## src/rtl/reg_file_pkg.sv

```systemverilog
// -----------------------------------------------------------------------------
// reg_file_pkg
//   Shared constants and types for the CPU register file.
//   - REG_ZERO / REG_SP / REG_RA : architectural register indices ($zero, $sp, $ra)
//   - DATA_W_DEF / ADDR_W_DEF    : default register width and index width
//   - reg_idx_t                  : register index type at the default index width
// -----------------------------------------------------------------------------
package reg_file_pkg;

  localparam int DATA_W_DEF = 32;
  localparam int ADDR_W_DEF = 5;

  typedef logic [ADDR_W_DEF-1:0] reg_idx_t;

  localparam reg_idx_t REG_ZERO = 5'd0;
  localparam reg_idx_t REG_SP   = 5'd29;
  localparam reg_idx_t REG_RA   = 5'd31;

endpackage : reg_file_pkg

```

## src/rtl/reg_file_rdport.sv

```systemverilog
// -----------------------------------------------------------------------------
// reg_file_rdport
//   One combinational read port of the register file. Forces index 0 to read
//   zero and, when REG_FILE_BYPASS_EN is defined, forwards same-cycle write
//   data for a matching index (link write has priority for r31).
// Ports:
//   word      in   DATA_W  array word currently stored at idx
//   idx       in   ADDR_W  read index
//   wr_en     in   1       pending write-back (bypass build only; already
//                          excludes r0 and the link-overridden r31 case)
//   wr_idx    in   ADDR_W  pending write-back index (bypass build only)
//   wr_data   in   DATA_W  pending write-back data (bypass build only)
//   link_en   in   1       pending link write to r31 (bypass build only)
//   link_data in   DATA_W  pending link data (bypass build only)
//   data      out  DATA_W  read result
// Configuration macro: REG_FILE_BYPASS_EN
// -----------------------------------------------------------------------------
module reg_file_rdport
  import reg_file_pkg::*;
#(
  parameter int DATA_W = DATA_W_DEF,
  parameter int ADDR_W = ADDR_W_DEF
) (
`ifdef REG_FILE_BYPASS_EN
  input  logic              wr_en,
  input  logic [ADDR_W-1:0] wr_idx,
  input  logic [DATA_W-1:0] wr_data,
  input  logic              link_en,
  input  logic [DATA_W-1:0] link_data,
`endif
  input  logic [DATA_W-1:0] word,
  input  logic [ADDR_W-1:0] idx,
  output logic [DATA_W-1:0] data
);

  localparam logic [ADDR_W-1:0] ZERO_IDX = ADDR_W'(REG_ZERO);
`ifdef REG_FILE_BYPASS_EN
  localparam logic [ADDR_W-1:0] RA_IDX   = ADDR_W'(REG_RA);
`endif

  always_comb begin
    // NOTE: assigning a default first keeps every path driven, so no latch is inferred.
    data = word;
`ifdef REG_FILE_BYPASS_EN
    if (link_en && (idx == RA_IDX)) begin
      data = link_data;
    end else if (wr_en && (idx == wr_idx)) begin
      data = wr_data;
    end
`endif
    // r0 is hard-wired to zero regardless of storage or forwarding.
    if (idx == ZERO_IDX) begin
      data = '0;
    end
  end

endmodule : reg_file_rdport

```

## src/rtl/reg_file.sv

```systemverilog
// -----------------------------------------------------------------------------
// reg_file
//   32x32 general-purpose register file for the single-cycle CPU. Clocked
//   storage, two combinational read ports (rs, rt), one write-back port and a
//   jal link port that always targets r31. r29 ($sp) resets to SP_INIT.
// Ports:
//   clk_i        in   1       clock, writes on rising edge
//   rst_n        in   1       asynchronous active-low reset
//   rs_addr_i    in   ADDR_W  read port A index
//   rt_addr_i    in   ADDR_W  read port B index
//   rd_addr_i    in   ADDR_W  write-back destination index
//   rd_data_i    in   DATA_W  write-back data
//   reg_write_i  in   1       write-back enable
//   link_i       in   1       link write enable (r31)
//   link_data_i  in   DATA_W  link value (PC+4)
//   rs_data_o    out  DATA_W  read port A data
//   rt_data_o    out  DATA_W  read port B data
// Configuration macro: REG_FILE_BYPASS_EN (same-cycle write-to-read forwarding)
// -----------------------------------------------------------------------------
module reg_file
  import reg_file_pkg::*;
#(
  parameter int                DATA_W  = DATA_W_DEF,
  parameter int                ADDR_W  = ADDR_W_DEF,
  parameter logic [DATA_W-1:0] SP_INIT = DATA_W'(128)
) (
  input  logic              clk_i,
  input  logic              rst_n,
  input  logic [ADDR_W-1:0] rs_addr_i,
  input  logic [ADDR_W-1:0] rt_addr_i,
  input  logic [ADDR_W-1:0] rd_addr_i,
  input  logic [DATA_W-1:0] rd_data_i,
  input  logic              reg_write_i,
  input  logic              link_i,
  input  logic [DATA_W-1:0] link_data_i,
  output logic [DATA_W-1:0] rs_data_o,
  output logic [DATA_W-1:0] rt_data_o
);

  localparam int                NUM_REGS = 2 ** ADDR_W;
  localparam logic [ADDR_W-1:0] ZERO_IDX = ADDR_W'(REG_ZERO);
  localparam logic [ADDR_W-1:0] RA_IDX   = ADDR_W'(REG_RA);

  logic [DATA_W-1:0] regs [NUM_REGS];

  // Effective write-back: never r0, and yields r31 to a simultaneous link.
  logic wb_en;
  assign wb_en = reg_write_i && (rd_addr_i != ZERO_IDX) &&
                 !(link_i && (rd_addr_i == RA_IDX));

  // NOTE: the array is reset explicitly because software relies on zeroed
  // registers and a valid $sp straight out of reset; this costs flops, not RAM.
  always_ff @(posedge clk_i or negedge rst_n) begin
    if (!rst_n) begin
      for (int i = 0; i < NUM_REGS; i++) begin
        regs[i] <= (i == int'(REG_SP)) ? SP_INIT : '0;
      end
    end else begin
      // NOTE: non-blocking assignments so every read this cycle sees pre-edge state.
      if (wb_en) begin
        regs[rd_addr_i] <= rd_data_i;
      end
      if (link_i) begin
        regs[RA_IDX] <= link_data_i;
      end
    end
  end

  reg_file_rdport #(.DATA_W(DATA_W), .ADDR_W(ADDR_W)) u_rs_port (
`ifdef REG_FILE_BYPASS_EN
    .wr_en     (wb_en),
    .wr_idx    (rd_addr_i),
    .wr_data   (rd_data_i),
    .link_en   (link_i),
    .link_data (link_data_i),
`endif
    .word      (regs[rs_addr_i]),
    .idx       (rs_addr_i),
    .data      (rs_data_o)
  );

  reg_file_rdport #(.DATA_W(DATA_W), .ADDR_W(ADDR_W)) u_rt_port (
`ifdef REG_FILE_BYPASS_EN
    .wr_en     (wb_en),
    .wr_idx    (rd_addr_i),
    .wr_data   (rd_data_i),
    .link_en   (link_i),
    .link_data (link_data_i),
`endif
    .word      (regs[rt_addr_i]),
    .idx       (rt_addr_i),
    .data      (rt_data_o)
  );

endmodule : reg_file
```

## config.mk

```make
export PLATFORM = sky130hd
export DESIGN_NAME = reg_file
export DESIGN_NICKNAME = d
export VERILOG_FILES = /design/src/rtl/reg_file_pkg.sv /design/src/rtl/reg_file_rdport.sv /design/src/rtl/reg_file.sv
export SDC_FILE = /design/constraint.sdc
export NUM_CORES = 2
export LEC_CHECK = 0
export ABC_AREA = 1
export BUFFER_PORTS_ARGS = -buffer_cell sky130_fd_sc_hd__buf_2
export CAP_MARGIN = 20
export CORE_UTILIZATION = 40
export CTS_CLUSTER_DIAMETER = 200
export CTS_CLUSTER_SIZE = 20
export DETAILED_ROUTE_END_ITERATION = 8
export PLACE_DENSITY = 0.56
export SLEW_MARGIN = 15
export SYNTH_ARGS = -nofsm -noshare
export SYNTH_HDL_FRONTEND = slang
export SYNTH_SLANG_ARGS = --single-unit
```

## constraint.sdc

```tcl
create_clock -name clk_i -period 1.3 [get_ports clk_i]
set_input_delay 0 -clock clk_i [delete_from_list [all_inputs] [get_ports clk_i]]
set_output_delay 0 -clock clk_i [all_outputs]
set_load 0.05 [all_outputs]
```

==> impl_results.md <==
- Status: complete, but fails checks
- Failing checks: hold timing, setup timing
- Worst-Skew Late Latency: 710 ps
- First DRT Iteration DRCs: between 7k and 8k
- Gpl congestion: just over 0.9
- Ports: 147
- HPWL after DPL: 165.4 mm
- Longest Clk Path Bufs: 3
- HP Class: primary input to asynchronous set/reset pin
- P_leak: 34.90 nW
- DIE WIDTH: 387.1 um
- Critical path class: flip-flop to primary output
- Post-Place Cell Area: 69570 um2
- Core area: 146400 um2
- Register clock-pin slew on the reported worst setup and hold paths: 100 ps
- DR vias: 61.85k
- CTS root buffer: clkbuf_16
- Fraction of layout cells with a size suffix above 1: 0.2059
- Worst-margin pin slew: 549.4 ps
- Final net count: 8984
- Synth Warn #: 0
- Vias in the first global route: 58.12k
- Req. time, crit path: 1300 ps
- Routed wire length: about 250 mm
- Sw Pwr: approximately 31 mW
- Comb power frac: 0.298
- Main synth FF type: dfrtp_1
- Maximum Capacitance Violations: 0
- Post-synthesis cell type count: 28
- Critical Path Start Type: flip-flop
- F_max: roughly 460 MHz
- Initial antenna violation count: 1
- DR vias/cell: 5.710
- Die area: 149800 um2
- Final setup viols: 64
- Pin count of the biggest net entering global routing: ~100
- FFs w/ async S/R, synth: 1.000
- Cells after Synth: between 8k and 9k
- Area grow syn2layout: 26.06%
- Critical-path maximum fanout: 3
- TritonCTS clock tree: built
- Worst relative slew slack: 0.6337
- Clock skew: 0 ps
- Layout fillers: 14.26k
- Pwr Density: 1179 nW/um2
- Internal power: 57.15 mW
- All-Layer GR Usage: 0.3230
- CP arrival: between 2000 and 2500 ps
- Sink Count: 1024
- Hold_ws: -12.39 ps
- H-Tree Depth: 2
- Post-Place Setup Slack: -570.0 ps
- Grt total ovfl: 0
- First-pass GRT wire length: between 300 and 400 mm
- 1st-pass router iterations: 8
- Post-Syn Area per Cell: 7.052 um2
- Mapped Nets: 8495
- Register area share after synthesis: 0.4320
- Residual DRC: 0
- CP Capture Type: primary output
- Setup TNS Final: -47160 ps
- Top reg by flops: regs
- Die H: approximately 390 um
- Final Max Tran Viols: 0
- Max FFs per register: 1024
- Inserted Clock Buffers: 57
- FF+latch count, synth: 1024
- Final ANT Viol Nets: 0
- Synth Cell Area: between 50000 and 60000 um2
- Switching fraction of total power: 0.3516
- Clock network power share: 0.224
- Initial Utilization: 0.4051
- Largest registers: regs (1024)
- EDFF count, synth: 0
- Final Hold Viols: 11
- Final WS setup: -892.8 ps
- # rows: 140
- Max IR drop VDD: 1.138 mV
- R2R Setup Slk: 260 ps
- Sequential share of power: 0.479
- RSZ-0062 raised after global routing: true
- Period minus WS final: 2193 ps
- Final Cell Area: roughly 75000 um2
- I/O Buffers: 146
- Final worst path period share: 1.687
- Routed len/inst: 22.84 um
[per-stage QoR]
stage                       util  total power, mW  std cells  hold WS, ps
final                     0.5106            88.14      10830       -12.39
after global routing      0.5106            92.84      10830        61.21
after CTS                 0.5011            86.98      10780        2.169
after detailed placement  0.4751            66.29      10570        138.5
after global placement    0.4751            65.76      10570        138.4
after floorplan                -            56.22       8412       -295.6
[repair_timing]
item | 4_1_cts | 5_1_grt
gates resized for setup | 355 | 266
hold buffers | 99 | 0
endpoints found under the setup margin | 64 | 181
setup buffers | 48 | 64
hold endpoints to repair | 2016 | 0
pin swaps | 301 | 306
gates cloned | 0 | 2
[layout make-up]
| class | instances | area (um2) | area share |
|---|---|---|---|
| multi-input cells | 6511 | 31000 | 0.4146 |
| flip-flops and latches | 1024 | 25630 | 0.3428 |
| repair buffers | 1197 | 13750 | 0.1838 |
| well taps | 1917 | 2399 | 0.03208 |
| clock buffers | 70 | 1496 | 0.02001 |
| inverters | 110 | 465.4 | 0.006224 |
| clock inverters | 2 | 32.53 | 0.0004350 |
| diodes | 1 | 2.502 | 0.00003346 |
[power by group through the flow]
| stage | Sequential (mW) | Combinational, mW | Clock, mW |
|---|---|---|---|
| CTS | 41.9 | 25.0 | 20.0 |
| finish | 42.2 | 26.2 | 19.7 |
| global placement | 42.4 | 23.3 | 0 |
| detailed placement | 42.5 | 23.8 | 0 |
| global route | 42.8 | 29.0 | 21.0 |
| floorplan | 41.3 | 14.9 | 0 |
[cell usage after synthesis (2+ instances only)]
cell type	count	area, um2
inv_1	101	379.1
buf_2	131	655.6
buf_12	3	60.06
a21oi_1	91	455.4
nand3_1	1379	6902
nor3_1	2	10.01
inv_2	8	30.03
o21ai_2	128	1121
buf_1	92	345.3
buf_6	179	2016
dfrtp_1	1023	25600
nand2_4	2	22.52
nand2_8	30	600.6
a22oi_1	31	232.7
o21ai_0	162	810.8
clkbuf_1	361	1355
o21ai_1	846	4234
nand2_1	3469	13020
nor2_1	365	1370
[per-layer routing]
layer	share of wire	track usage
met1	0.43	0.4557
met2	0.44	0.5005
met3	0.086	0.04356
met4	0.044	0.1266
met5	0	0
[worst max-delay path, stage by stage, from the launching register on]
cell and delay, ps:
dfrtp_1 390, nand2_1 90, nand3_2 90, nand3_2 90, nand2_1 70, nand2_1 60
nand3_2 120, nand2_2 80, nor2_4 270, buf_12 180
[layout by cell type, fill, tap and decap left out, types with 4 or more instances in the layout]
cell type / instances
nand2_4: 13
dfrtp_1: 1018
nand2_8: 30
a22oi_2: 7
o21ai_2: 129
nand2_1: 3306
buf_12: 349
inv_8: 4
inv_1: 95
buf_4: 621
buf_2: 71
a22oi_1: 24
dfrtp_2: 5
buf_6: 37
nor2_1: 208
buf_8: 22
o21ai_1: 903
dlygate4sd3_1: 93
inv_2: 5
nor2_4: 98
nand2_2: 153
o21ai_0: 103
nand3_2: 146
clkbuf_16: 60
clkbuf_1: 12
nor2_2: 61
a21oi_1: 80
a21oi_2: 10
nand3_1: 1233
[final timing paths]
path,to,cells past startpoint,from
worst max-delay path,rs_data_o[27],9,regs[59]
worst min-delay path,regs[131],3,rst_n
worst max register to register,regs[30],4,regs[30]
worst min register to register,regs[1006],0,regs[1006]
max in group asynchronous,regs[68],4,rst_n
min in group clk_i,regs[9],5,link_i
[cell families after synthesis]
logic type | Yosys count | synth area share
compound gates | 1260 | 0.1159
buf+inv | 877 | 0.08193
flops | 1024 | 0.4320
simple gates | 5251 | 0.3701
Power figures use the tool's default switching activity.
